===== src/rtl/mips_ctrl_pkg.sv =====
// Shared encodings for the multicycle MIPS control path: opcodes, FSM state codes,
// mux selects and the control word consumed by the datapath.
package mips_ctrl_pkg;

    typedef enum logic [3:0] {
        S_FETCH    = 4'd0,
        S_DECODE   = 4'd1,
        S_MEM_ADDR = 4'd2,
        S_MEM_RD   = 4'd3,
        S_WB_MEM   = 4'd4,
        S_MEM_WR   = 4'd5,
        S_EXEC_R   = 4'd6,
        S_WB_R     = 4'd7,
        S_BRANCH   = 4'd8,
        S_JUMP     = 4'd9,
        S_EXEC_I   = 4'd10,
        S_WB_I     = 4'd11,
        S_JR       = 4'd12
    } state_t;

    localparam logic [5:0] OP_RTYPE = 6'b000000;
    localparam logic [5:0] OP_LW    = 6'b100011;
    localparam logic [5:0] OP_SW    = 6'b101011;
    localparam logic [5:0] OP_BEQ   = 6'b000100;
    localparam logic [5:0] OP_J     = 6'b000010;
    localparam logic [5:0] OP_ADDI  = 6'b001000;
    localparam logic [5:0] FN_JR    = 6'b001000;

    typedef enum logic [1:0] {
        PCSRC_ALU    = 2'b00,  // PC + 4 straight from the ALU
        PCSRC_ALUOUT = 2'b01,  // branch target latched in ALUOut
        PCSRC_JUMP   = 2'b10,
        PCSRC_REG    = 2'b11
    } pc_src_t;

    typedef enum logic [1:0] {
        SRCB_REG   = 2'b00,
        SRCB_FOUR  = 2'b01,
        SRCB_IMM   = 2'b10,
        SRCB_SHIFT = 2'b11
    } alu_src_b_t;

    typedef enum logic [1:0] {
        ALUOP_ADD   = 2'b00,
        ALUOP_SUB   = 2'b01,
        ALUOP_FUNCT = 2'b10
    } alu_op_t;

    localparam logic [1:0] REGDST_RT    = 2'b00;
    localparam logic [1:0] REGDST_RD    = 2'b01;
    localparam logic [1:0] MEMTOREG_ALU = 2'b00;
    localparam logic [1:0] MEMTOREG_MEM = 2'b01;

    typedef struct packed {
        logic       pc_write;
        logic       pc_write_cond;
        logic       i_or_d;
        logic       mem_read;
        logic       mem_write;
        logic       ir_write;
        logic       alu_src_a;
        logic       reg_write;
        pc_src_t    pc_source;
        alu_src_b_t alu_src_b;
        alu_op_t    alu_op;
        logic [1:0] reg_dst;
        logic [1:0] mem_to_reg;
    } ctrl_t;

    // Unsupported opcodes map to FETCH, which no legal instruction targets from DECODE.
    function automatic state_t decode_target(input logic [5:0] opcode, input logic [5:0] funct);
        state_t tgt;
        case (opcode)
            OP_RTYPE:     tgt = (funct == FN_JR) ? S_JR : S_EXEC_R;
            OP_LW, OP_SW: tgt = S_MEM_ADDR;
            OP_BEQ:       tgt = S_BRANCH;
            OP_J:         tgt = S_JUMP;
            OP_ADDI:      tgt = S_EXEC_I;
            default:      tgt = S_FETCH;
        endcase
        return tgt;
    endfunction

endpackage


===== src/rtl/mips_ctrl_outdec.sv =====
// Moore output decode: maps the current FSM state to the raw control word.
module mips_ctrl_outdec
    import mips_ctrl_pkg::*;
(
    input  state_t state,
    output ctrl_t  ctrl
);

    always_comb begin
        // NOTE: every field gets a default before the case so no state can infer a latch.
        ctrl = '0;
        case (state)
            S_FETCH: begin
                ctrl.mem_read  = 1'b1;
                ctrl.ir_write  = 1'b1;
                ctrl.pc_write  = 1'b1;
                ctrl.alu_src_b = SRCB_FOUR;
            end
            S_DECODE:   ctrl.alu_src_b = SRCB_SHIFT;
            S_MEM_ADDR: begin
                ctrl.alu_src_a = 1'b1;
                ctrl.alu_src_b = SRCB_IMM;
            end
            S_MEM_RD: begin
                ctrl.mem_read = 1'b1;
                ctrl.i_or_d   = 1'b1;
            end
            S_WB_MEM: begin
                ctrl.reg_write  = 1'b1;
                ctrl.mem_to_reg = MEMTOREG_MEM;
            end
            S_MEM_WR: begin
                ctrl.mem_write = 1'b1;
                ctrl.i_or_d    = 1'b1;
            end
            S_EXEC_R: begin
                ctrl.alu_src_a = 1'b1;
                ctrl.alu_op    = ALUOP_FUNCT;
            end
            S_WB_R: begin
                ctrl.reg_write = 1'b1;
                ctrl.reg_dst   = REGDST_RD;
            end
            S_BRANCH: begin
                ctrl.alu_src_a     = 1'b1;
                ctrl.alu_op        = ALUOP_SUB;
                ctrl.pc_write_cond = 1'b1;
                ctrl.pc_source     = PCSRC_ALUOUT;
            end
            S_JUMP: begin
                ctrl.pc_write  = 1'b1;
                ctrl.pc_source = PCSRC_JUMP;
            end
            S_EXEC_I: begin
                ctrl.alu_src_a = 1'b1;
                ctrl.alu_src_b = SRCB_IMM;
            end
            S_WB_I: ctrl.reg_write = 1'b1;
            S_JR: begin
                ctrl.pc_write  = 1'b1;
                ctrl.pc_source = PCSRC_REG;
            end
            default: ;
        endcase
    end

endmodule


===== src/rtl/mips_mc_control.sv =====
// Multicycle MIPS main control FSM: state register, next-state logic, and the
// handshake/reset gating applied on top of the Moore control word.
module mips_mc_control
    import mips_ctrl_pkg::*;
#(
    parameter bit HAS_HANDSHAKE = 1'b1
) (
    input  logic       clk,
    input  logic       rst_n,
    input  logic [5:0] opcode,
    input  logic [5:0] funct,
    input  logic       mem_ready,
    output logic       pc_write,
    output logic       pc_write_cond,
    output logic       i_or_d,
    output logic       mem_read,
    output logic       mem_write,
    output logic       ir_write,
    output logic       alu_src_a,
    output logic       reg_write,
    output logic       illegal_op,
    output logic [1:0] pc_source,
    output logic [1:0] alu_src_b,
    output logic [1:0] alu_op,
    output logic [1:0] reg_dst,
    output logic [1:0] mem_to_reg,
    output logic [3:0] state
);

    state_t state_q, state_d;
    ctrl_t  ctrl;
    logic   ready;
    logic   illegal;
    logic   fetch_ok;

    assign ready = HAS_HANDSHAKE ? mem_ready : 1'b1;

    // opcode/funct are only looked at in DECODE and MEM_ADDR.
    always_comb begin
        state_d = S_FETCH;
        illegal = 1'b0;
        case (state_q)
            S_FETCH:    state_d = ready ? S_DECODE : S_FETCH;
            S_DECODE: begin
                state_d = decode_target(opcode, funct);
                illegal = (state_d == S_FETCH);
            end
            S_MEM_ADDR: state_d = (opcode == OP_LW) ? S_MEM_RD : S_MEM_WR;
            S_MEM_RD:   state_d = ready ? S_WB_MEM : S_MEM_RD;
            S_MEM_WR:   state_d = ready ? S_FETCH : S_MEM_WR;
            S_EXEC_R:   state_d = S_WB_R;
            S_EXEC_I:   state_d = S_WB_I;
            default:    state_d = S_FETCH;
        endcase
    end

    // NOTE: reset is sampled on the clock edge only, and state updates use <= so every
    // reader sees the pre-edge value.
    always_ff @(posedge clk) begin
        if (!rst_n) state_q <= S_FETCH;
        else        state_q <= state_d;
    end

    mips_ctrl_outdec u_outdec (
        .state (state_q),
        .ctrl  (ctrl)
    );

    // The fetch only commits PC and IR once memory has delivered the word.
    assign fetch_ok = (state_q != S_FETCH) || ready;

    assign pc_write      = rst_n & ctrl.pc_write & fetch_ok;
    assign ir_write      = rst_n & ctrl.ir_write & fetch_ok;
    assign pc_write_cond = rst_n & ctrl.pc_write_cond;
    assign mem_read      = rst_n & ctrl.mem_read;
    assign mem_write     = rst_n & ctrl.mem_write;
    assign reg_write     = rst_n & ctrl.reg_write;
    assign illegal_op    = rst_n & illegal;
    assign i_or_d        = ctrl.i_or_d;
    assign alu_src_a     = ctrl.alu_src_a;
    assign pc_source     = ctrl.pc_source;
    assign alu_src_b     = ctrl.alu_src_b;
    assign alu_op        = ctrl.alu_op;
    assign reg_dst       = ctrl.reg_dst;
    assign mem_to_reg    = ctrl.mem_to_reg;
    assign state         = state_q;

endmodule


===== config.mk =====
export PLATFORM = sky130hd
export DESIGN_NAME = mips_mc_control
export DESIGN_NICKNAME = d
export VERILOG_FILES = /design/src/rtl/mips_ctrl_pkg.sv /design/src/rtl/mips_ctrl_outdec.sv /design/src/rtl/mips_mc_control.sv
export SDC_FILE = /design/constraint.sdc
export NUM_CORES = 1
export LEC_CHECK = 0
export CORE_ASPECT_RATIO = 1.4
export CORE_MARGIN = 3
export CORE_UTILIZATION = 35
export DETAILED_ROUTE_END_ITERATION = 16
export GPL_ROUTABILITY_DRIVEN = 0
export PLACE_DENSITY = 0.84
export RECOVER_POWER = 50
export SETUP_SLACK_MARGIN = 0.5
export SYNTH_ARGS = -nofsm -noshare
export SYNTH_HDL_FRONTEND = slang
export SYNTH_HIERARCHICAL = 1
export SYNTH_SLANG_ARGS = --single-unit

===== constraint.sdc =====
create_clock -name clk -period 1.7 [get_ports clk]
set_clock_uncertainty 0.15 [all_clocks]
set_input_delay 0.51 -clock clk [delete_from_list [all_inputs] [get_ports clk]]
set_output_delay 0.51 -clock clk [all_outputs]
set_load 0.05 [all_outputs]

==> results of run 1 <==
## Yosys cell counts, drive strengths merged
master / number
o31a: 1
o21ai: 4
o32ai: 1
nor3: 3
nor2: 10
a21o: 4
o22a: 1
nand4: 1
inv: 1
nand3: 2
o311a: 2
o311ai: 1
nor2b: 4
buf: 10
and4b: 1
nand2b: 5
dfxtp: 4
a211o: 1
nor3b: 6
clkbuf: 1
a21oi: 4
and2: 4
or3b: 1
xnor2: 3
nand2: 5
o22ai: 1
or2: 5
a211oi: 2
or3: 2
or2b: 1
a32oi: 1
nor4b: 1
nor4: 2
a31oi: 2
conb: 1
o21bai: 1
## cells by family after synthesis
group,after synthesis,share of synthesized area (%)
flops,4,10.8
compound gates,26,26.6
buf+inv,12,11.8
simple gates,53,46.8
other cells,1,0.505
xor+xnor,3,3.54
## through the flow
stage | util (%) | worst slack, ns | TNS (ns)
after floorplan | - | -0.858 | -5.16
after global placement | 79.5 | -0.821 | -6.25
after detailed placement | 79.5 | -0.859 | -6.73
==> flow_summary_export.csv, run 1 <==
group,metric,value,unit
run_status,outcome,"stopped before the end",
run_status,stop_stage,"4_1_cts",
run_status,first-error,"[ERROR DPL-0033] detailed placement checks failed during check placement.",
cts,tritoncts_num_sinks,4,
yosys,ys.warnings.count,6,
cts,htreeDepth,1,
die,die_w,44.9,um
yosys,synth_area_leaders,"dfxtp_1 11%, nor2_1 5.1%, buf_6 4.5%",
cts,tritoncts.num_buffers,3,
yosys,synthesis.area,743,um^2
placement,placed_cell_area,1590,um^2
die,start_util,37.2,%
yosys,syn-instance-count,99,
yosys,yosysTopAreaCell,"dfxtp_1",
cts,root_buffer,"clkbuf_4",
yosys,ys_types,47,
yosys,synth_top_area_share,10.8,%
die,die_y,60.5,um
cts,cts_resized,84,
placement,placed_cells,181,
placement,port_buffers,35,
yosys,seq_area_frac_synth,10.8,%
cts,clockBufferDepth,2,
die,rows,19,
die,io_pins,38,
yosys,syn_avg_cell_area,7.51,um^2
cts,post_cts_buffers,15,
yosys,ys_seq_elements,4,
cts,postCtsHoldBufs,0,
placement,place_hpwl,2.17,mm
==> inputs of run 2 (changes only) <==
--- a/config.mk
+++ b/config.mk
@@ -5,14 +5,12 @@
 export SDC_FILE = /design/constraint.sdc
 export NUM_CORES = 1
 export LEC_CHECK = 0
-export CORE_ASPECT_RATIO = 1.4
-export CORE_MARGIN = 3
-export CORE_UTILIZATION = 35
+export CORE_AREA = 3 3 64 66
 export DETAILED_ROUTE_END_ITERATION = 16
+export DIE_AREA = 0 0 67 69
 export GPL_ROUTABILITY_DRIVEN = 0
-export PLACE_DENSITY = 0.84
+export PLACE_DENSITY_LB_ADDON = 0.15
 export RECOVER_POWER = 50
-export SETUP_SLACK_MARGIN = 0.5
 export SYNTH_ARGS = -nofsm -noshare
 export SYNTH_HDL_FRONTEND = slang
 export SYNTH_HIERARCHICAL = 1
==> constraint.sdc (replaced) <==
create_clock -name clk -period 2.2 [get_ports clk]
set_clock_uncertainty 0.15 [all_clocks]
set_input_delay 0.66 -clock clk [delete_from_list [all_inputs] [get_ports clk]]
set_output_delay 0.66 -clock clk [all_outputs]
set_load 0.05 [all_outputs]
==> run 2 against run 1 <==
Net effect: the flow now finishes, with violations (negative setup slack); area after synthesis unchanged; synthesized cell count unchanged.
==> flow_summary_export.csv, run 2 <==
group,metric,value,unit
yosys,ys.warnings.count,6,
detailed_routing,drt.antenna.violating_nets,0,
critical_path,required,1.39,ns
run_status,outcome,"finished, violations left",
sta,finalCritPeriodShare,108,%
critical_path,crit_path_start,"opcode[5]",
critical_path,critical_path_arrival,1.57,ns
run,cap_violations,0,
die,die_area,4620,um^2
hold_path,min_path_type,"flip-flop to flip-flop",
cts,clk_latency,0.22,ns
die,start_util,20.5,%
sta,slew_viol_final,0,
critical_path,max_stage_delay,0.29,ns
cells_and_area,multi_input_area,744,um^2
detailed_routing,drc_errors,0,
critical_path,cp_slowest_cell,"o31a_1",
yosys,ys_types,47,
cells_and_area,seqCellArea,87.6,um^2
cts,htreeDepth,1,
cts,tritoncts.num_buffers,3,
critical_path,cpMostUsedCell,"buf_6",
cts,root_buffer,"clkbuf_8",
cells_and_area,final_core_util,49.2,%
cells_and_area,drive_gt1_share,65.5,%
yosys,seq_area_frac_synth,10.8,%
yosys,synthesis.area,743,um^2
yosys,async_flop_share,0,%
sta,timing.final.ws_setup,-0.182,ns
critical_path,worst_setup_path_start_kind,"input port",
global_routing,grt_max_degree,11,
yosys,syn_avg_cell_area,7.51,um^2
yosys,synth.most_common_cell,"nor2_1",
placement,place_hpwl,1.93,mm
detailed_routing,vias_per_cell,4.57,
cells_and_area,syn2layout_area_growth,141,%
cells_and_area,antenna_cells,0,
cts,clk_pin_slew,0.03,ns
yosys,synth-edff-count,0,
detailed_routing,dr_total_vias,987,
detailed_routing,routed_wl,2.73,mm
yosys,synth_flop_cell,"dfxtp_1",
yosys,ys_seq_elements,4,
yosys,synth_area_leaders,"dfxtp_1 11%, nor2_1 5.1%, buf_6 4.5%",
die,die_y,69,um
sta,fin_hold_ws,0.397,ns
sta,rsz0062_at_grt,"yes",
sta,tns,-0.861,ns
critical_path,crit_chain,"buf_6, or2b_1, o31a_1, nor2_4, nor3_4, buf_6",
die,io_pins,38,
cts,postCtsHoldBufs,0,
power,p_per_area,257,nW/um^2
detailed_routing,drt_pass1_iterations,4,
run_status,violations,"negative setup slack",
cells_and_area,mostFrequentLayoutCells,"34 x buf_4, 18 x buf_12, 10 x buf_6",
detailed_routing,wl_per_cell,12.6,um
critical_path,crit_path_max_fanout,3,
sta,setup_violations,11,
critical_path,reg2reg_from,"state[0]$_SDFF_PN0_",
global_routing,overflow,0,
sta,fin_crit,2.38,ns
power,static-leakage-power,0.731,nW
cells_and_area,fillers,349,
yosys,syn-instance-count,99,
critical_path,path_class,"input port to output pin",
cts,clockBufferDepth,2,
die,die_w,67,um
global_routing,grt_usage,11.5,%
global_routing,antenna_found_initial,0,
hold_path,worstHoldStart,"state[2]$_SDFF_PN0_",
global_routing,first_global_vias,958,
cts,cts_tree,"done",
critical_path,endpoint_kind,"output pin",
sta,hold_viol,0,
sta,max_freq,420,MHz
yosys,yosysTopAreaCell,"dfxtp_1",
die,rows,22,
detailed_routing,drt_iter0_drc,7,
cells_and_area,final_common_cell,"buf_4",
power,max-vdd-ir-drop,0.193,mV
cts,tritoncts_num_sinks,4,
yosys,synth_top_area_share,10.8,%
cells_and_area,nets,184,
global_routing,grt_pass1_wl,4.28,mm
cells_and_area,largest_reg_flops,4,
die,coreArea,3630,um^2
placement,port_buffers,35,
[run 2: cell counts after synthesis]
Identical to the previous run, type by type.
[run 2: cell families after synthesis]
kind of cell           count (synthesis)  synth area share (%)
other                                  1                 0.505
buffers and inverters                 12                  11.8
XOR/XNOR                               3                  3.54
AND/OR/NAND/NOR                       53                  46.8
AO/OA/AOI/OAI                         26                  26.6
flip-flops                             4                  10.8
[run 2: final cells by class]
class                   count  area share, %
clock buffers               4           2.52
inverters                   1          0.210
multi-input cells          84           41.6
flip-flops and latches      4           4.90
well taps                  48           3.36
repair buffers             75           47.4
[run 2: final timing paths]
kind | end | slack [ns] | cells after the start
setup reg to reg | state[1]$_SDFF_PN0_ | 0.49 | 7
hold / removal | state[3]$_SDFF_PN0_ | 0.40 | 1
hold reg to reg | state[3]$_SDFF_PN0_ | 0.40 | 1
setup / recovery | illegal_op | -0.18 | 6
[run 2: power by group]
| group | leakage [nW] | internal, mW | switching, mW |
|---|---|---|---|
| Combinational | 0.675 | 0.116 | 0.101 |
| Sequential | 0.0339 | 0.0731 | 0.00402 |
| Clock | 0.0228 | 0.124 | 0.0408 |
[run 2: per-stage QoR]
stage	power [mW]	std cells	setup slack (ns)	instance area (um^2)
3_3_place_gp	0.254	193	-0.591	1470
5_1_grt	0.485	216	-0.225	1790
4_1_cts	0.457	211	-0.224	1720
6_report	0.459	216	-0.182	1790
2_1_floorplan	0.180	100	-0.508	825
3_5_place_dp	0.256	193	-0.637	1470
[run 2: critical path: cells and delay by family]
kind,cells,cell delay (ns)
compound gates,1,0.29
buf+inv,2,0.24
simple gates,3,0.38
[run 2: timing repair]
action | CTS | global route
endpoints found under the hold margin | 0 | 0
pin swaps | 9 | 10
setup endpoints to repair | 14 | 14
setup buffers | 14 | 6
resized for setup | 52 | 17
[run 2: metal layers]
layer	up-vias	part of all wire [%]	GRT usage, %
li1	490	-	-
met1	450	37	11.7
met2	41	56	22.3
met3	6	4.8	2.12
met4	0	1.5	4.05
met5	-	0	0
Power figures use the tool's default switching activity.
==> inputs of run 3 (changes only) <==
--- a/config.mk
+++ b/config.mk
@@ -6,6 +6,7 @@
 export NUM_CORES = 1
 export LEC_CHECK = 0
 export CORE_AREA = 3 3 64 66
+export CTS_CLUSTER_DIAMETER = 40
 export DETAILED_ROUTE_END_ITERATION = 16
 export DIE_AREA = 0 0 67 69
 export GPL_ROUTABILITY_DRIVEN = 0
==> constraint.sdc (replaced) <==
create_clock -name clk -period 2.78 [get_ports clk]
set_clock_uncertainty 0.15 [all_clocks]
set_input_delay 0.834 -clock clk [delete_from_list [all_inputs] [get_ports clk]]
set_output_delay 0.834 -clock clk [all_outputs]
set_load 0.05 [all_outputs]
==> run 3 against run 2 <==
Net effect: the run now ends clean; utilization is 10 points lower; largest cell class is now multi-input combinational cells; final cell count is 9.7% lower; sequential power is 17% lower; die area stayed put; routed wire length is 14% lower; first-iteration DRC count grew to 4.9 times the previous value.
==> flow_summary_export.csv, run 3 (synthesis gave the netlist of run 2 again) <==
group,metric,value,unit
cells_and_area,final_common_cell,"buf_4",
sta,rsz0062_at_grt,"no",
cts,cts_tree,"done",
placement,placed_cell_area,1390,um^2
cells_and_area,antenna_cells,0,
global_routing,grt_max_degree,17,
cells_and_area,syn2layout_area_growth,90.9,%
detailed_routing,drt_pass1_iterations,4,
power,intPower,0.217,mW
hold_path,min_path_type,"flip-flop to flip-flop",
cts,clockBufferDepth,2,
critical_path,path_class,"input port to output pin",
die,io_pins,38,
sta,setup_violations,0,
global_routing,antenna_found_initial,0,
sta,fin_crit,2.73,ns
placement,port_buffers,35,
detailed_routing,dr_total_vias,898,
critical_path,max_stage_delay,0.28,ns
critical_path,required,1.80,ns
cts,tritoncts.num_buffers,3,
cts,clk_pin_slew,0.03,ns
sta,tns,0,ns
critical_path,worst_setup_path_start_kind,"input port",
die,rows,22,
sta,max_freq,367,MHz
detailed_routing,drt.antenna.violating_nets,0,
critical_path,cpMostUsedCell,"buf_6",
detailed_routing,wl_per_cell,12.1,um
cells_and_area,nets,164,
hold_path,min_path_cells,2,
critical_path,endpoint_kind,"output pin",
detailed_routing,routed_wl,2.35,mm
sta,hold_viol,0,
die,die_w,67,um
critical_path,reg2reg_from,"state[2]$_SDFF_PN0_",
critical_path,crit_path_start,"opcode[5]",
sta,tightest_slew,0.605,ns
sta,finalCritPeriodShare,98.1,%
critical_path,reg2regPathDepth,4,
cts,tritoncts_num_sinks,4,
critical_path,critical_path_arrival,1.74,ns
detailed_routing,drc_errors,0,
detailed_routing,drt_iter0_drc,34,
critical_path,r2r_end,"state[2]$_SDFF_PN0_",
power,comb_power_share,41.9,%
placement,place_hpwl,1.90,mm
cells_and_area,stdcell_area,1420,um^2
die,die_area,4620,um^2
global_routing,overflow,0,
critical_path,cp_slowest_cell,"o31a_1",
power,netSwitchingFraction,32.5,%
power,max-vdd-ir-drop,0.0657,mV
cts,postCtsHoldBufs,0,
critical_path,regToRegSetupSlack,1.17,ns
cts,root_buffer,"clkbuf_8",
run_status,outcome,"complete, no violations",
sta,slew_viol_final,0,
power,total_power,0.321,mW
cells_and_area,drive_gt1_share,46.3,%
sta,max_slew_margin,59.8,%
hold_path,worstHoldStart,"state[0]$_SDFF_PN0_",
global_routing,first_global_vias,966,
power,p_per_area,227,nW/um^2
power,static-leakage-power,0.550,nW
cells_and_area,mostFrequentLayoutCells,"20 x buf_4, 13 x buf_12, 9 x nor2_1",
cts,clk_latency,0.22,ns
die,start_util,20.5,%
global_routing,grt_pass1_wl,4.00,mm
power,p_seq_share,19.9,%
power,p_switching,0.105,mW
die,die_y,69,um
global_routing,grt_usage,10.3,%
hold_path,min_to,"state[2]$_SDFF_PN0_",
die,coreArea,3630,um^2
critical_path,crit_chain,"buf_6, or2b_1, o31a_1, nor2_4, nor3_4, buf_6",
cells_and_area,largest_reg_flops,4,
run,cap_violations,0,
cells_and_area,instances_no_fill,195,
critical_path,crit_path_max_fanout,3,
placement,placed_cells,190,
power,p_clk_share,38.2,%
detailed_routing,vias_per_cell,4.61,
cts,htreeDepth,1,
==> run 3: worst max path at each step <==
stage,to,depth (start not counted)
2_1_floorplan,pc_write_cond,5
3_3_place_gp,illegal_op,6
3_5_place_dp,illegal_op,6
4_1_cts,illegal_op,6
5_1_grt,illegal_op,7
6_report,illegal_op,6
==> run 3: power by group through the flow <==
| stage | Clock (mW) | Sequential [mW] | Combinational, mW |
|---|---|---|---|
| 2_1_floorplan | 0 | 0.0655 | 0.0753 |
| 3_3_place_gp | 0 | 0.0647 | 0.129 |
| 3_5_place_dp | 0 | 0.0650 | 0.132 |
| 4_1_cts | 0.127 | 0.0642 | 0.138 |
| 5_1_grt | 0.128 | 0.0646 | 0.144 |
| 6_report | 0.123 | 0.0641 | 0.135 |
==> run 3: worst max-delay path: cells and delay by family <==
kind | cells | cell delay [ns]
AND/OR/NAND/NOR | 3 | 0.37
AO/OA/AOI/OAI | 1 | 0.28
buffers and inverters | 2 | 0.25
==> run 3: through the flow <==
step | util (%) | hold WS [ns] | worst slack [ns]
6_report | 39.0 | 0.527 | 0.0535
2_1_floorplan | - | 0.620 | -0.415
4_1_cts | 40.7 | 0.538 | 0.00676
3_5_place_dp | 38.2 | 0.534 | -0.429
5_1_grt | 39.0 | 0.550 | 0.000882
3_3_place_gp | 38.2 | 0.500 | -0.403
==> run 3: final cells by class <==
cell class	count	area, um^2
inverter	1	3.75
sequential	4	81.3
tap	48	60.1
multi-input combinational	84	636
clock buffer	3	41.3
fill	388	2210
timing repair buffer	55	597
==> run 3: what timing repair did <==
action,CTS,global route
endpoints found under the setup margin,7,2
setup buffers,2,0
pin swaps,8,4
resized for setup,32,3
cloned,0,0
==> run 3: layer usage <==
metal,track usage (%),routed length (um),vias up
met3,0.814,159,2
met2,19.7,1200,38
met5,0,0,-
met4,4.05,21,0
li1,-,-,446
met1,11.0,975,412
==> RTL edit 1: new RTL, flow settings as in run 3 <==
The parameter `HAS_HANDSHAKE` goes from 1'b1 to 1'b0.
--- a/src/rtl/mips_mc_control.sv
+++ b/src/rtl/mips_mc_control.sv
@@ -3,7 +3,7 @@
 module mips_mc_control
     import mips_ctrl_pkg::*;
 #(
-    parameter bit HAS_HANDSHAKE = 1'b1
+    parameter bit HAS_HANDSHAKE = 1'b0
 ) (
     input  logic       clk,
     input  logic       rst_n,
Function: changed (a bounded check fails within 4 cycles, from zero or initial values and one cycle with rst_n low).
==> RTL edit 1 against run 3 <==
  * The run now ends with negative setup slack left
  * Final area increased by 2.4%
  * Utilization is 0.93 points higher
  * Power rose by 11%
  * Non-clock buffer count increased by 10
  * Cell count is 0.51% lower
  * Worst hold slack better by 0.013 ns
  * Sequential cell count did not move
  * Synthesized area fell by 13%
  * Fmax is 3.3% lower
  * Routed wire length decreased by 4.8%
  * Worst setup slack worse by 0.092 ns
  * Clock power about the same
  * Register-to-register slack got worse by 0.19 ns
  * First-iteration DRC count increased by 26%
==> RTL edit 1: results (changes against run 3) <==
launch point of the worst reg-to-reg path=state[0] (was state[2]); failing checks=negative setup slack; CLK BUF=3 (unchanged); first-pass GRT wire length=3.850 mm (was 4.002 mm); largest cells by area after synthesis=dfxtp_1 12%, nor2_1 6.4%, and2_1 5.8% (was dfxtp_1 11%, nor2_1 5.1%, buf_6 4.5%); switching part of the total=34.83% (was 32.55%); Non-Filler Instances=194 (was 195); root buffer cell=clkbuf_8 (unchanged); GRT met2 Usage=16.05% (was 19.65%); number of flip-flops in the largest register=4 (unchanged); hpwl dp=1.594 mm (was 1.897 mm); largest net degree at the start of global routing=19 (was 17); WL met1=917 um (was 975 um); Met2 Wirelength=1.035 mm (was 1.198 mm); fraction of area in multi-input gates=40.57% (was 44.80%); sequential cell area share=5.599% (was 5.732%); placed cells=174 (was 190); layout cells sized above 1=58.22% (was 46.26%); Netlist cell types=40 (was 47); Multi-input gate area=589.3 sq um (was 635.6 sq um); Ys Warns=6 (unchanged); initial drt markers=43 (was 34); Fill cells=371 (was 388); gr usage total=10.21% (was 10.25%); R2R setup slack=0.98 ns (was 1.17 ns); met3 Use GR=3.583% (was 0.8143%); tightest hold margin=0.5401 ns (was 0.5267 ns); setup violators final=1 (was 0); # Post-CTS Setup Buffers=15 (was 2); WL/cell=11.55 um (was 12.07 um); RR Endpoint=state[3] (was state[2]); Multi-In Gates=73 (was 84); critical path peak fanout=2 (was 3); final setup slack of the worst path=-0.03816 ns (was 0.05353 ns); cell count after synthesis=84 (was 99); setup_tns=-0.03816 ns (was 0 ns); Final #Nets=163 (was 164); Placed Area=1309 sq um (was 1388 sq um); Signal buffers=65 (was 55); Worst path top cell family by delay=simple AND/OR/NAND/NOR gates (unchanged); Initial DRT Pass Iterations=5 (was 4); Min-Delay Path Class=reg -> reg (unchanged); worst rel slew slack=59.61% (was 59.82%); sequential share of the synthesized area=12.45% (was 10.77%); leakage=0.5705 nW (was 0.5499 nW); Final clock-cell share=2.842% (was 2.910%); worst-case reg-to-reg path depth=3 (was 4); status=finished with violations (was finished clean); Slowest Stage Delay on Critical Path=0.34 ns (was 0.28 ns); slowest cell on the critical path=nor4b_4 (was o31a_1); GR Util met1=12.65% (was 10.99%); post-cts sizing count=37 (was 32); drt via density=4.402 (was 4.605); metal3 WL=232 um (was 159 um); Data buffer area share=46.60% (was 42.06%); Arrival @ worst endpoint=1.83 ns (was 1.74 ns); hold path endpoint=state[0] (was state[2])
-- RTL edit 1: cell count changes in the layout (fill, tap and decap cells not counted), sizes merged, moves of 3 or more --
cell                  run 3  this run
buf                      40        55
clkdlybuf4s50             6         1
a21o                      4         0
clkbuf                    8        11
or2                       5         2
-- RTL edit 1: power groups by stage --
stage / sequential [mW] / clock (mW) / combinational, mW
3_3_place_gp: 0.0669 / 0 / 0.162
2_1_floorplan: 0.0702 / 0 / 0.0800
3_5_place_dp: 0.0670 / 0 / 0.163
4_1_cts: 0.0663 / 0.127 / 0.169
5_1_grt: 0.0663 / 0.133 / 0.179
6_report: 0.0653 / 0.123 / 0.169
-- RTL edit 1: cells by family (layout without fill, tap and decap cells) --
group	count (synthesis)	after routing	share of synthesized area, %
simple gates	51	51	54.09
other cells	1	2	0.5831
buf+inv	8	69	10.11
flops	4	4	12.45
xor+xnor	3	3	4.086
compound gates	17	17	18.68
==> RTL edit 2: new RTL, config.mk and constraints of run 3 <==
Without the edit above. Reset style: asynchronous (`rst_n`), changed in one clocked block.
--- a/src/rtl/mips_mc_control.sv
+++ b/src/rtl/mips_mc_control.sv
@@ -56,7 +56,7 @@
 
     // NOTE: reset is sampled on the clock edge only, and state updates use <= so every
     // reader sees the pre-edge value.
-    always_ff @(posedge clk) begin
+    always_ff @(posedge clk or negedge rst_n) begin
         if (!rst_n) state_q <= S_FETCH;
         else        state_q <= state_d;
     end
Formal check against the unedited RTL: differs if rst_n is asserted again (counterexample within 4 cycles, from zero or initial values and one cycle with rst_n low); with rst_n held inactive, the same outputs for 10 cycles.
==> RTL edit 2 against run 3 <==
  * The run now ends with negative setup slack left
  * Fmax down 8.0%
  * Sequential cell count unchanged
  * Synthesized area down 6.6%
  * Cell count down 4.1%
  * Routed wire length down 6.4%
  * Worst setup slack worse by 0.24 ns
  * Final area up 2.4%
  * Critical path type unchanged
Power is not compared: it rests on default switching activity, and its combinational part moved more than twofold at a synthesized area within 25%.
==> RTL edit 2: results (changes against run 3) <==
status=finished with violations (was finished clean); failing checks=negative setup slack; Met2 Wirelength=1.144 mm (was 1.198 mm); layout cells sized above 1=43.88% (was 46.26%); complex-gate fraction of the synthesized area=22.70% (was 26.60%); met3 Use GR=0.4886% (was 0.8143%); final WL=2.204 mm (was 2.354 mm); Placed Area=1378 sq um (was 1388 sq um); Worst Hold Depth=1 (was 2); worst-case reg-to-reg path depth=3 (was 4); Fill cells=382 (was 388); initial drt markers=29 (was 34); sequential share of the synthesized area=14.41% (was 10.77%); Place WS=-0.6063 ns (was -0.4285 ns); Slowest Stage Delay on Critical Path=0.55 ns (was 0.28 ns); R2R setup slack=0.76 ns (was 1.17 ns); final setup slack of the worst path=-0.1826 ns (was 0.05353 ns); Arrival @ worst endpoint=1.98 ns (was 1.74 ns); hold path endpoint=state[2] (unchanged); gr usage total=9.328% (was 10.25%); critical path peak fanout=2 (was 3); Adder-Cell Fraction of Synth Area=1.441% (was 0%); GR Util met1=10.28% (was 10.99%); WL met1=907 um (was 975 um); asr flop ratio synth=100.0% (was 0%); tightest hold margin=0.4447 ns (was 0.5267 ns); launch point of the worst reg-to-reg path=state[0] (was state[2]); setup violators final=8 (was 0); GRT met2 Usage=17.14% (was 19.65%); post-synthesis xor/xnor area fraction=3.784% (was 3.535%); first-pass GRT wire length=3.484 mm (was 4.002 mm); Final #Nets=156 (was 164); largest cells by area after synthesis=dfrtp_1 14%, nor2_1 5.9%, buf_6 4.9% (was dfxtp_1 11%, nor2_1 5.1%, buf_6 4.5%)
## RTL edit 2: changes by cell type after synthesis, sizes merged, moves of 2 or more
cell / run 3 / this run
a211oi: 2 / 4
o311a: 2 / 0
or2: 5 / 1
a21o: 4 / 0
nor3b: 6 / 4
dfrtp: 0 / 4
inv: 1 / 4
dfxtp: 4 / 0
buf: 10 / 7
## RTL edit 2: through the flow
step	utilization, %	cells
3_5_place_dp	37.91	181
6_report	39.98	187
2_1_floorplan	-	92
3_3_place_gp	37.91	181
4_1_cts	39.64	185
5_1_grt	39.98	187
## RTL edit 2: cell type report
class	count	area, sq um	area share [%]
flip-flops and latches	4	100.1	6.891
well taps	48	60.06	4.134
inverters	4	15.01	1.034
clock buffers	3	41.29	2.842
repair buffers	51	634.4	43.67
multi-input cells	77	601.8	41.43
## RTL edit 2: repair_timing
item,4_1_cts,5_1_grt
resized for setup,27,3
pin swaps,5,2
endpoints found under the setup margin,7,1
buffers inserted,1,2
